## src/rtl/uart_tx_fast.sv

```systemverilog
// UART transmitter at 3 clocks per bit: start, DATA_WIDTH bits LSB-first, optional parity, stop.
// Define UART_TX_FAST_BREAK_EN to add the i_break input and the line-break state.
module uart_tx_fast #(
    parameter int unsigned DATA_WIDTH   = 8,
    parameter string       PARITY_CHECK = "NONE",
    parameter int unsigned CLK_FREQ     = 240000000,
    parameter int unsigned BAUD_RATE    = 80000000,
    parameter int unsigned STOP_BITS    = 1
) (
    input  logic                  clk,
    input  logic                  rst,
    input  logic                  i_vld,
    output logic                  o_rdy,
    input  logic [DATA_WIDTH-1:0] i_data,
`ifdef UART_TX_FAST_BREAK_EN
    input  logic                  i_break,
`endif
    output logic                  tx,
    output logic                  busy
);

    if (DATA_WIDTH < 2 || DATA_WIDTH > 8) begin : g_err_width
        $error("uart_tx_fast: DATA_WIDTH must be in 2..8");
    end
    if (PARITY_CHECK != "NONE" && PARITY_CHECK != "EVEN" && PARITY_CHECK != "ODD")
    begin : g_err_parity
        $fatal(1, "uart_tx_fast: PARITY_CHECK must be NONE, EVEN or ODD");
    end
    if (CLK_FREQ != 3 * BAUD_RATE) begin : g_err_baud
        $fatal(1, "uart_tx_fast: CLK_FREQ/BAUD_RATE must equal 3");
    end
    if (STOP_BITS < 1 || STOP_BITS > 2) begin : g_err_stop
        $fatal(1, "uart_tx_fast: STOP_BITS must be 1 or 2");
    end

    localparam bit         PAR_EN    = (PARITY_CHECK != "NONE");
    localparam bit         PAR_ODD   = (PARITY_CHECK == "ODD");
    localparam logic [2:0] LAST_BIT  = 3'(DATA_WIDTH - 1);
    localparam logic [2:0] LAST_STOP = 3'(STOP_BITS - 1);

    typedef enum logic [2:0] {
        StIdle,
        StStart,
        StData,
        StParity,
        StStop
`ifdef UART_TX_FAST_BREAK_EN
        ,
        StBreak,
        StBreakMark
`endif
    } state_e;

    state_e                  state_q, state_d;
    logic [1:0]              phase_q, phase_d;
    logic [2:0]              bit_cnt_q, bit_cnt_d;
    logic [DATA_WIDTH-1:0]   shift_q, shift_d;
    logic                    par_q, par_d;
    logic                    tx_q, tx_d;
    logic                    rdy_q, rdy_d;
    logic                    busy_q, busy_d;
    logic                    accept;
    logic                    bit_end;
    logic                    brk_req;

    always_ff @(posedge clk or posedge rst) begin
        if (rst) begin
            state_q   <= StIdle;
            phase_q   <= 2'd0;
            bit_cnt_q <= 3'd0;
            shift_q   <= '0;
            par_q     <= 1'b0;
            tx_q      <= 1'b1;
            rdy_q     <= 1'b1;
            busy_q    <= 1'b0;
        end else begin
            state_q   <= state_d;
            phase_q   <= phase_d;
            bit_cnt_q <= bit_cnt_d;
            shift_q   <= shift_d;
            par_q     <= par_d;
            tx_q      <= tx_d;
            rdy_q     <= rdy_d;
            busy_q    <= busy_d;
        end
    end

    always_comb begin
        state_d   = state_q;
        phase_d   = phase_q;
        bit_cnt_d = bit_cnt_q;
        shift_d   = shift_q;
        par_d     = par_q;
        bit_end   = (phase_q == 2'd0);
`ifdef UART_TX_FAST_BREAK_EN
        brk_req   = i_break && (state_q == StIdle);
`else
        brk_req   = 1'b0;
`endif
        // rdy_q is only high in IDLE or the final stop-bit cycle
        accept    = i_vld && rdy_q && !brk_req;

        case (state_q)
            StIdle: begin
                if (brk_req) begin
`ifdef UART_TX_FAST_BREAK_EN
                    state_d = StBreak;
`endif
                end
            end
            StStart: begin
                if (bit_end) begin
                    state_d   = StData;
                    phase_d   = 2'd2;
                    bit_cnt_d = 3'd0;
                end else begin
                    phase_d = phase_q - 2'd1;
                end
            end
            StData: begin
                if (bit_end) begin
                    shift_d = shift_q >> 1;
                    phase_d = 2'd2;
                    if (bit_cnt_q == LAST_BIT) begin
                        state_d   = PAR_EN ? StParity : StStop;
                        bit_cnt_d = 3'd0;
                    end else begin
                        bit_cnt_d = bit_cnt_q + 3'd1;
                    end
                end else begin
                    phase_d = phase_q - 2'd1;
                end
            end
            StParity: begin
                if (bit_end) begin
                    state_d   = StStop;
                    phase_d   = 2'd2;
                    bit_cnt_d = 3'd0;
                end else begin
                    phase_d = phase_q - 2'd1;
                end
            end
            StStop: begin
                if (bit_end) begin
                    if (bit_cnt_q == LAST_STOP) begin
                        state_d   = StIdle;
                        bit_cnt_d = 3'd0;
                    end else begin
                        bit_cnt_d = bit_cnt_q + 3'd1;
                        phase_d   = 2'd2;
                    end
                end else begin
                    phase_d = phase_q - 2'd1;
                end
            end
`ifdef UART_TX_FAST_BREAK_EN
            StBreak: begin
                if (!i_break) begin
                    state_d = StBreakMark;
                    phase_d = 2'd2;
                end
            end
            StBreakMark: begin
                if (bit_end) begin
                    state_d = StIdle;
                end else begin
                    phase_d = phase_q - 2'd1;
                end
            end
`endif
            default: begin
                state_d = StIdle;
                phase_d = 2'd0;
            end
        endcase

        // An accept overrides the end-of-frame return to IDLE, giving gapless frames
        if (accept) begin
            state_d   = StStart;
            phase_d   = 2'd2;
            bit_cnt_d = 3'd0;
            shift_d   = i_data;
            par_d     = (^i_data) ^ PAR_ODD;
        end
    end

    // Outputs are decoded from next state so they land in registers
    always_comb begin
        tx_d = 1'b1;
        case (state_d)
            StStart:  tx_d = 1'b0;
            StData:   tx_d = shift_d[0];
            StParity: tx_d = par_d;
`ifdef UART_TX_FAST_BREAK_EN
            StBreak:  tx_d = 1'b0;
`endif
            default:  tx_d = 1'b1;
        endcase
        rdy_d  = (state_d == StIdle) ||
                 ((state_d == StStop) && (phase_d == 2'd0) && (bit_cnt_d == LAST_STOP));
        busy_d = (state_d != StIdle);
    end

    assign tx    = tx_q;
    assign o_rdy = rdy_q;
    assign busy  = busy_q;

endmodule
```

## config.mk

```make
export PLATFORM = sky130hd
export DESIGN_NAME = uart_tx_fast
export DESIGN_NICKNAME = d
export VERILOG_FILES = /design/src/rtl/uart_tx_fast.sv
export SDC_FILE = /design/constraint.sdc
export NUM_CORES = 1
export LEC_CHECK = 0
export CORE_MARGIN = 1
export CORE_UTILIZATION = 49
export CTS_BUF_LIST = sky130_fd_sc_hd__clkbuf_4
export DETAILED_ROUTE_END_ITERATION = 10
export DONT_BUFFER_PORTS = 1
export PLACE_DENSITY = 0.67
export SYNTH_ARGS = -nofsm -noshare
export SYNTH_HDL_FRONTEND = slang
export SYNTH_SLANG_ARGS = --single-unit
```

## constraint.sdc

```tcl
create_clock -name clk -period 2.65 [get_ports clk]
set_input_delay 0.53 -clock clk [delete_from_list [all_inputs] [get_ports clk]]
set_output_delay 0.53 -clock clk [all_outputs]
set_load 0.02 [all_outputs]
```

==> results of run 1 <==
## layer usage
layer  routed length (um)  track usage
met3                  121       0.0585
met5                    0            0
met4                   27       0.0766
met1                 1070        0.276
met2                 1010        0.268
## registers in the layout (all words and copies together) (netlist names)
register,count
par_q,1
phase_q,2
o_rdy,1
state_q,3
tx,1
shift_q,8
bit_cnt_q,3
busy,1
## Yosys cell counts, drive strengths merged, types with 2 or more instances
library cell	count
nor3	2
dfstp	2
nand3	3
xnor2	7
a21o	2
and2	2
inv	6
buf	4
nor2	4
o21ai	13
o211ai	3
ha	6
clkbuf	2
mux2i	7
nor2b	2
a21oi	7
nand2	18
dfrtp	18
a31oi	2
and2b	2
## power by group through the flow
| stage | sequential [uW] | clock [uW] | combinational, uW |
|---|---|---|---|
| 5_1_grt | 626 | 161 | 741 |
| 4_1_cts | 604 | 152 | 654 |
| 2_1_floorplan | 559 | 0 | 584 |
| 6_report | 604 | 144 | 656 |
| 3_5_place_dp | 610 | 0 | 650 |
| 3_3_place_gp | 605 | 0 | 637 |
## cells by family (layout without fill, tap and decap cells)
| kind of cell | count (synthesis) | in the layout | synth area share |
|---|---|---|---|
| adders and majority gates | 6 | 6 | 0.0619 |
| DFF | 20 | 20 | 0.415 |
| AOI/OAI and AO/OA | 34 | 34 | 0.188 |
| and+or+nand+nor | 41 | 41 | 0.176 |
| buffers and inverters | 12 | 11 | 0.0506 |
| xor gates and xnor gates | 7 | 7 | 0.0506 |
| muxes | 7 | 7 | 0.0578 |
## cell usage in the layout (no fill, tap or decap), types with 2 or more instances in the layout
cell and n:
ha_1 6, and2_1 2, nand3_1 3, o21ai_0 9
a21oi_1 6, nor2_1 4, nor3_1 2, dfrtp_1 18
nor2b_1 2, inv_1 5, dfstp_2 2, o211ai_1 3
a31oi_1 2, o21ai_1 4, and2b_1 2, xnor2_1 7
mux2i_1 7, nand2_1 18, clkbuf_4 3
## per-stage QoR
stage / cell area (um2) / utilization
final: 1240 / 0.546
after global routing: 1240 / 0.546
after CTS: 1240 / 0.546
after detailed placement: 1220 / 0.534
after global placement: 1220 / 0.534
after floorplan: 1210 / -
## layout make-up
cell class                      count  area [um2]  share of cell area
Clock inverter                      1        3.75             0.00302
Clock buffer                        3        22.5              0.0181
Multi-Input combinational cell     95         648               0.522
Inverter                            6        22.5              0.0181
Tap cell                           28        35.0              0.0282
Sequential cell                    20         503               0.405
Timing Repair Buffer                1        7.51             0.00604
## final timing paths
kind	slack, ns	to	from
max in group asynchronous	1.98	phase_q[1]	rst
min in group clk	0.35	shift_q[4]	i_data[4]
worst max register to register	0.61	o_rdy	phase_q[1]
worst min register to register	0.51	par_q	par_q
worst max-delay path	0.61	o_rdy	phase_q[1]
worst min-delay path	0.22	busy	rst
==> flow_metrics.env, run 1 <==
export IMPL_synth_edff_count=0
export IMPL_fill_cells=196
export IMPL_drv_slew=0
export IMPL_p_per_area_nw_per_um2=1130
export IMPL_fin_crit_sh=0.768
export IMPL_tritoncts="yes"
export IMPL_yosysSeqAreaShare=0.415
export IMPL_clock_power_share=0.103
export IMPL_grt_max_degree=21
export IMPL_yosys_most_used_dff="dfrtp_1"
export IMPL_clk_latency_ns=0.30
export IMPL_cts_buffer_depth=2
export IMPL_row_count=17
export IMPL_n_antenna_cell=0
export IMPL_hp_class="in2async"
export IMPL_cts_buffers=3
export IMPL_cp_depth=7
export IMPL_wl_per_cell_um=14.4
export IMPL_skew_ns=0.00371
export IMPL_r2r_cells=7
export IMPL_boundaryPins=14
export IMPL_grtUsageTotal=0.193
export IMPL_end_kind="flop"
export IMPL_netlist_area_um2=1210
export IMPL_max_cap_violations=0
export IMPL_hold_viol_final=0
export IMPL_critPathSlowestCell="or4b_1"
export IMPL_clock_sinks=20
export IMPL_routed_wl_um=2230
export IMPL_area_delta_synth_final_pct=2.48
export IMPL_antenna_found_initial=0
export IMPL_max_freq_mhz=491
export IMPL_ant_nets=0
export IMPL_num_vias=917
export IMPL_cp_slowest_stage_delay_ns=0.48
export IMPL_die_w_um=51.7
export IMPL_max_slew_margin=0.525
export IMPL_tightestPinTransition_ns=0.712
export IMPL_instances_no_fill=154
export IMPL_core_area_um2=2280
export IMPL_synthCells=127
export IMPL_postCtsHoldBufs=0
export IMPL_chipHeight_um=51.7
export IMPL_cp_start_kind="flop"
export IMPL_dp_hpwl_um=1660
export IMPL_portBuffers=0
export IMPL_drt_initial_drc_count=20
export IMPL_fin_ws_ns=0.614
export IMPL_synth_area_top_cells="dfrtp_1 (37%), ha_1 (6.2%), mux2i_1 (5.8%)"
export IMPL_post_place_cells=150
export IMPL_post_cts_buffers=0
export IMPL_worstPathRequired_ns=2.87
export IMPL_drive_gt1_frac=0.111
export IMPL_root_buffer="clkbuf_4"
export IMPL_intPower_uw=799
export IMPL_cp_cell_sequence="inv_1 -> ha_1 -> nand3b_1 -> o22ai_1 -> nor2_1 -> or4b_1 -> o41ai_2"
export IMPL_outcome="finished, final reports clean"
export IMPL_vias_per_cell=5.95
export IMPL_fin_setup_tns_ns=0
export IMPL_ys_ff_latch=20
export IMPL_ys_types=41
export IMPL_synth_area_leader_cell="dfrtp_1"
export IMPL_path_class="reg2reg"
export IMPL_whs_ns=0.218
export IMPL_ir_drop_v=0.000645
export IMPL_path_clk_slew_ns=0.11
export IMPL_critPathBufInv=1
export IMPL_grt_pass1_vias=785
export IMPL_drt_pass1_iterations=4
export IMPL_sequentialPowerShare=0.430
export IMPL_cp_data_arrival_time_ns=2.25
export IMPL_synth_top_cell_area_share=0.372
export IMPL_overflow=0
export IMPL_min_period_ns=2.04
export IMPL_cts_repair_resized=0
export IMPL_p_sw_uw=605
export IMPL_drc=0
export IMPL_place_congestion=0.903
export IMPL_finalNetCount=144
export IMPL_async_flop_share=1.00
export IMPL_dp_slack_ns=0.653
export IMPL_htreeDepth=1
export IMPL_die_area_um2=2680
export IMPL_crit_path_max_fanout=12
export IMPL_crit_family="simple AND/OR/NAND/NOR gates"
export IMPL_setup_viol=0
export IMPL_syn_area_per_cell_um2=9.55
export IMPL_syn_nets=144
export IMPL_yosysWarnings=0
export IMPL_combPwrFrac=0.467
export IMPL_p_total_uw=1400
export IMPL_p_sw_frac=0.431
export IMPL_grt_pass1_wl_um=3740
export IMPL_start_util=0.533
export IMPL_power_leakage_uw=0.000511
export IMPL_rsz0062_at_grt="no"
(Power assumes the default switching activity.)
==> inputs of run 2 (changes only) <==
--- a/config.mk
+++ b/config.mk
@@ -10,7 +10,7 @@
 export CTS_BUF_LIST = sky130_fd_sc_hd__clkbuf_4
 export DETAILED_ROUTE_END_ITERATION = 10
 export DONT_BUFFER_PORTS = 1
-export PLACE_DENSITY = 0.67
+export PLACE_DENSITY = 0.69
 export SYNTH_ARGS = -nofsm -noshare
 export SYNTH_HDL_FRONTEND = slang
 export SYNTH_SLANG_ARGS = --single-unit
==> constraint.sdc (replaced) <==
create_clock -name clk -period 1.76 [get_ports clk]
set_input_delay 0.352 -clock clk [delete_from_list [all_inputs] [get_ports clk]]
set_output_delay 0.352 -clock clk [all_outputs]
set_load 0.02 [all_outputs]
==> run 2 against run 1 <==
Effect of this change:
- critical path depth stayed put
- register-to-register slack lost 0.71 ns
- critical path type unchanged
- power is 110% higher
- sequential cell count stayed put
- maximum frequency increased by 9.9%
- wire length up 30%
- the run now ends with negative setup slack left
- cell area rose by 28%
==> flow_metrics.env, run 2 (synthesized netlist as in run 1, its figures left out) <==
export IMPL_rsz0062_at_grt="yes"
export IMPL_drive_gt1_frac=0.394
export IMPL_grt_pass1_vias=1078
export IMPL_dp_hpwl_um=1900
export IMPL_max_cap_violations=0
export IMPL_cp_startpoint="phase_q[0]"
export IMPL_instances_no_fill=183
export IMPL_r2r_cells=7
export IMPL_skew_ns=0.00449
export IMPL_fin_ws_ns=-0.0936
export IMPL_die_w_um=51.7
export IMPL_overflow=0
export IMPL_p_per_area_nw_per_um2=1880
export IMPL_grt_max_degree=21
export IMPL_core_area_um2=2280
export IMPL_min_period_ns=1.85
export IMPL_clk_latency_ns=0.32
export IMPL_whs_ns=0.144
export IMPL_largest_reg_flops=8
export IMPL_end_kind="flop"
export IMPL_tightestPinTransition_ns=0.267
export IMPL_final_common_cell="buf_4"
export IMPL_vias_per_cell=5.66
export IMPL_clock_sinks=20
export IMPL_fin_setup_tns_ns=-0.0936
export IMPL_grtUsageTotal=0.252
export IMPL_ant_nets=0
export IMPL_place_congestion=0.905
export IMPL_cp_start_kind="flop"
export IMPL_power_leakage_uw=0.000674
export IMPL_wl_per_cell_um=15.8
export IMPL_path_clk_slew_ns=0.12
export IMPL_tritoncts="yes"
export IMPL_setup_viol=1
export IMPL_row_count=17
export IMPL_min_path_cells=2
export IMPL_die_area_um2=2680
export IMPL_fill_cells=154
export IMPL_fin_crit_sh=1.05
export IMPL_reg2reg_slack_ns=-0.09
export IMPL_largestRegisters="shift_q x8, bit_cnt_q x3, state_q x3"
export IMPL_root_buffer="clkbuf_4"
export IMPL_drt_pass1_iterations=4
export IMPL_ir_drop_v=0.00128
export IMPL_drt_initial_drc_count=21
export IMPL_layout_common_cells="buf_4 (28), nand2_1 (17), dfrtp_1 (17)"
export IMPL_portBuffers=0
export IMPL_crit_path_max_fanout=6
export IMPL_r2r_start="phase_q[0]"
export IMPL_rr_endpoint="o_rdy"
export IMPL_boundaryPins=14
export IMPL_num_vias=1035
export IMPL_cts_buffer_depth=2
export IMPL_start_util=0.533
export IMPL_n_antenna_cell=0
export IMPL_cts_buffers=3
export IMPL_violations="negative setup slack"
export IMPL_hold_viol_final=0
export IMPL_outcome="complete, but fails checks"
export IMPL_area_delta_synth_final_pct=31.1
export IMPL_worstPathRequired_ns=1.98
export IMPL_top_register="shift_q"
export IMPL_max_freq_mhz=539
export IMPL_path_class="reg2reg"
export IMPL_cp_data_arrival_time_ns=2.08
export IMPL_post_place_cells=171
export IMPL_routed_wl_um=2900
export IMPL_grt_pass1_wl_um=4850
export IMPL_antenna_found_initial=0
export IMPL_htreeDepth=1
export IMPL_hp_class="in2reg"
export IMPL_max_slew_margin=0.821
export IMPL_drc=0
export IMPL_finalNetCount=173
export IMPL_chipHeight_um=51.7
export IMPL_drv_slew=0
export IMPL_endpoint="o_rdy"
==> run 2: cell types whose count changed in the layout (fill, tap and decap cells not counted), sizes merged <==
cell and delta:
buf +28, bufinv +1, clkinv -1, dlygate4sd3 +1
==> run 2: how the worst min path moves through the flow <==
| stage | start | end |
|---|---|---|
| after floorplan | rst | bit_cnt_q[0] |
| after global placement | rst | shift_q[5] |
| after detailed placement | rst | shift_q[7] |
| after CTS | i_data[3] | shift_q[3] |
| after global routing | i_data[2] | shift_q[2] |
| final | i_data[2] | shift_q[2] |
==> run 2: power by group <==
| group | total (uW) | switching (uW) | internal (uW) |
|---|---|---|---|
| registers | 871 | 185 | 686 |
| logic | 1730 | 812 | 917 |
| clock network | 390 | 159 | 230 |
==> run 2: timing repair <==
item | CTS | global route
pin swaps | 6 | 9
buffers inserted | 2 | 6
endpoints found under the hold margin | 18 | 0
setup endpoints to repair | 2 | 2
hold buffers | 1 | 0
gates resized for setup | 14 | 8
==> run 2: worst max-delay path, cell delays in order, from the launching register on <==
cell      delay [ns]
dfrtp_1         0.42
inv_2           0.09
ha_4            0.16
nand3b_1        0.14
o22ai_2         0.17
nor2_1          0.08
or4b_4          0.48
o41ai_2         0.22
==> run 2: metal layers <==
| layer | GRT usage | up-vias | part of all wire |
|---|---|---|---|
| met4 | 0.117 | 0 | 0.023 |
| met5 | 0 | - | 0 |
| li1 | - | 501 | - |
| met2 | 0.405 | 22 | 0.48 |
| met3 | 0.0409 | 9 | 0.030 |
| met1 | 0.330 | 503 | 0.47 |
==> run 2: cell type report <==
type	instances	area, um2	share of cell area
multi-input combinational	95	743	0.468
sequential	20	504	0.317
timing repair buffer	30	231	0.146
tap	28	35.0	0.0220
clock inverter	1	30.0	0.0189
clock buffer	3	22.5	0.0142
inverter	6	22.5	0.0142
==> run 2: stage by stage <==
step / setup WS (ns) / power (uW) / utilization / area (um2)
after floorplan: -0.0302 / 1720 / - / 1210
after global placement: -0.0426 / 2170 / 0.604 / 1370
after detailed placement: -0.102 / 2220 / 0.604 / 1370
after CTS: -0.133 / 2780 / 0.665 / 1510
after global routing: -0.173 / 3190 / 0.698 / 1590
final: -0.0936 / 2990 / 0.698 / 1590
==> edit 1: new RTL, config.mk and constraints of run 2 <==
Re-encode `state_e` (5 states) as one-hot, 5 bits wide.
--- a/src/rtl/uart_tx_fast.sv
+++ b/src/rtl/uart_tx_fast.sv
@@ -40,8 +40,8 @@
 
-    typedef enum logic [2:0] {
-        StIdle,
-        StStart,
-        StData,
-        StParity,
-        StStop
+    typedef enum logic [4:0] {
+        StIdle   = 5'b00001,
+        StStart  = 5'b00010,
+        StData   = 5'b00100,
+        StParity = 5'b01000,
+        StStop   = 5'b10000
 `ifdef UART_TX_FAST_BREAK_EN
Formal check against the unedited RTL: same outputs for any inputs over 10 cycles, from zero or initial values and one cycle with rst high; not proved beyond that.
==> edit 1 against run 2 <==
- the run still ends with negative setup slack left
- critical path depth fell by 1
- design area rose by 32%
- utilization rose by 6.9 points
- area after synthesis rose by 16%
- routed wire length rose by 58%
- die area rose by 15%
- highest routed layer unchanged
- sequential cell count rose by 2
- setup slack got worse by 0.30 ns
- first-iteration DRC count rose to 3.7 times the old value
Power is not compared: it rests on default switching activity, and its combinational part moved more than twofold at a synthesized area within 25%.
==> edit 1: results (changes against run 2) <==
| Metric | Value |
|---|---|
| Outcome | `finished, violations left` |
| Post-Synth Adder-Cell Area | `0.05338 (-0.008539)` |
| Post-synthesis sequential area ratio | `0.3941 (-0.02073)` |
| Setup slack after layout | `-0.3896 ns (-0.2960 ns)` |
| R2r startpoint | `state_q[1]` |
| Largest stage delay, worst path | `0.44 ns (-0.04 ns)` |
| Setup-failing EPs final | `16 (+15)` |
| Minimum hold slack | `0.1616 ns (+0.01779 ns)` |
| Vias | `1483 (+43%)` |
| Total GRT Usage | `0.2653 (+0.01358)` |
| Synth cell types | `42 (+2.4%)` |
| Crit path capture | `tx` |
| Setup WS pre-CTS | `-0.3317 ns (-0.2298 ns)` |
| Finished Layout Cells | `235 (+28%)` |
| Slew HR | `0.7245 (-0.09649)` |
| Syn nets | `172 (+19%)` |
| FILL cells | `161 (+4.5%)` |
| CP Max Fanout | `2 (-4)` |
| Final Skew | `0.009208 ns (+0.004715 ns)` |
| Post-DP HPWL | `2618 um (+38%)` |
| Post-Synth XOR/XNOR Area | `0.06851 (+0.01794)` |
| Post-synthesis mux area share | `0.06406 (+0.006265)` |
| Hold endpoint | `shift_q[3]` |
| Failing checks | `negative setup slack` |
| Main area contributors after synthesis | `dfrtp_1, mux2i_1, dfstp_2, xnor2_1, ha_1` |
==> edit 1: changes by cell type after synthesis, moves of 3 or more <==
| cell | run 2 | this run |
|---|---|---|
| or3b_1 | 0 | 3 |
| nand2_1 | 18 | 14 |
| nor3_1 | 2 | 6 |
| clkbuf_1 | 2 | 7 |
| inv_1 | 5 | 8 |
| nor2_1 | 4 | 12 |
| o21ai_1 | 4 | 1 |
==> edit 1: layer usage <==
| layer | share of wire | GRT usage |
|---|---|---|
| met3 | 0.067 | 0.04419 |
| met2 | 0.49 | 0.4131 |
| met4 | 0.055 | 0.1429 |
| met5 | 0 | 0 |
| met1 | 0.39 | 0.3555 |
==> edit 1: layout make-up <==
class                           count  area [um2]  area share
Sequential cell                    22       554.3      0.2643
Tap cell                           31       38.79     0.01850
Multi-Input combinational cell    115       962.2      0.4588
Inverter                            8       30.03     0.01432
Clock inverter                      1       30.03     0.01432
Timing Repair Buffer               55       459.2      0.2190
Clock buffer                        3       22.52     0.01074
==> edit 2: new RTL, settings of run 2 <==
Without the edit above. Set the parameter `DATA_WIDTH` to 6 (it was 8).
--- a/src/rtl/uart_tx_fast.sv
+++ b/src/rtl/uart_tx_fast.sv
@@ -3,3 +3,3 @@
 module uart_tx_fast #(
-    parameter int unsigned DATA_WIDTH   = 8,
+    parameter int unsigned DATA_WIDTH   = 6,
     parameter string       PARITY_CHECK = "NONE",
Ports: changed (resized i_data); port bits go from 14 to 12. No check against the original RTL was run, so the function may have changed too.
==> edit 2 against run 2 <==
- hold slack got worse by 0.11 ns
- via count shrank 11%
- total power decreased by 20%
- sequential power down 10%
- critical path type unchanged
- sequential cell count shrank 2
- combinational power shrank 19%
- first-iteration DRC count decreased by 29%
- maximum frequency is 12% higher
- cell count is 9.3% lower
- sequential share of layout area is 2.5 points higher
- setup slack improved by 0.20 ns
- design area shrank 17%
- routed wire length shrank 17%
- area after synthesis down 6.0%
==> edit 2: results (changes against run 2) <==
| Metric | Value |
|---|---|
| Synth Area in Compound Gates | `0.1778 (-0.009996)` |
| Final Net Count | `154 (-11%)` |
| Leak | `0.5615 nW (-17%)` |
| Finished Layout Cells | `166 (-9.3%)` |
| Synth cell types | `38 (-7.3%)` |
| Post-synth top cells | `dfrtp_1, nand2_1, a21oi_1` |
| Gate Count Post-Synth | `125 (-1.6%)` |
| Post-Synth Adder-Cell Area | `0.06586 (+0.003942)` |
| Layout cells sized above 1 | `0.2826 (-0.1109)` |
| Vias per inst | `5.530 (-2.2%)` |
| Peak supply drop | `1221 uV (-4.8%)` |
| Wire per inst | `14.52 um (-8.2%)` |
| Syn nets | `140 (-2.8%)` |
| Post-DP HPWL | `1750 um (-8.1%)` |
| Largest net degree at the start of global routing | `19 (-9.5%)` |
| Slew @ Worst Pin | `0.6873 ns (+0.4200 ns)` |
| Dpl cells | `161 (-5.8%)` |
| Arr. time, crit path | `1.86 ns (-0.22 ns)` |
| Post-synthesis mux area share | `0.05269 (-0.005102)` |
| Gpl congestion | `0.8377 (-7.4%)` |
| Outcome | `complete, no violations` |
| Post-synthesis sequential area ratio | `0.3974 (-0.01750)` |
| First-pass GRT wire length | `3905 um (-19%)` |
| Largest stage delay, worst path | `0.44 ns (-0.04 ns)` |
| Largest regs | `shift_q x6, bit_cnt_q x3, state_q x3` |
| Vias in the first global route | `892 (-17%)` |
| Post-Synth XOR/XNOR Area | `0.03842 (-0.01215)` |
-- edit 2: where the power goes --
part | internal [W] | switching, W | total [W] | leakage [nW]
Clock | 0.0000824 | 0.000132 | 0.000214 | 0.0154
Sequential | 0.000618 | 0.000164 | 0.000782 | 0.222
Combinational | 0.000664 | 0.000735 | 0.00140 | 0.324
-- edit 2: what timing repair did --
item                                    4_1_cts  5_1_grt
resized for setup                             2       10
hold buffers                                  0        0
endpoints found under the hold margin         0        0
endpoints found under the setup margin        1        1
pin swaps                                     0        4
setup buffers                                 0        1
-- edit 2: path summary, 6_finish.rpt --
path	end	cells after the start	startpoint	slack, ns
worst max-delay path	o_rdy	7	bit_cnt_q[0]	0.10
worst min-delay path	phase_q[0]	1	rst	0.04
worst max register to register	o_rdy	7	bit_cnt_q[0]	0.10
worst min register to register	tx	2	par_q	0.50
max in group asynchronous	shift_q[3]	1	rst	1.29
min in group clk	shift_q[4]	2	i_data[4]	0.18
-- edit 2: cell type report --
type                       instances  area [um2]  share of cell area
multi-input combinational         93       663.1              0.5009
sequential                        18       452.9              0.3422
timing repair buffer              16       120.1             0.09074
tap                               28       35.03             0.02647
inverter                           7       26.28             0.01985
clock buffer                       3       22.52             0.01701
clock inverter                     1       3.754            0.002836
-- edit 2: per-stage QoR --
step	utilization	setup slack [ns]	hold WS, ns
3_3_place_gp	0.5628	0.01240	0.3801
4_1_cts	0.5803	0.02729	0.05395
5_1_grt	0.5984	0.004559	0.1030
2_1_floorplan	-	0.002374	0.2891
6_report	0.5984	0.1048	0.03691
3_5_place_dp	0.5628	-0.06563	0.3891
-- edit 2: worst register-to-register path: cells and delay by family (launching register included) --
family,cells,cell delay [ns]
AND/OR/NAND/NOR,2,0.16
adder cells (fa/ha/maj),1,0.17
flip-flops,1,0.44
AO/OA/AOI/OAI,3,0.73
buffers and inverters,1,0.08
-- edit 2: cells by family after synthesis --
| group | count (synthesis) |
|---|---|
| mux | 6 |
| buf+inv | 14 |
| fa+ha+maj | 6 |
| simple gates | 45 |
| xor+xnor | 5 |
| compound gates | 31 |
| flops | 18 |
-- edit 2: routing by layer --
layer	vias up	track usage	wire, um
met1	442	0.2733	1118
met4	0	0.09048	27
met3	4	0.02424	62
li1	456	-	-
met5	-	0	0
met2	16	0.3511	1203
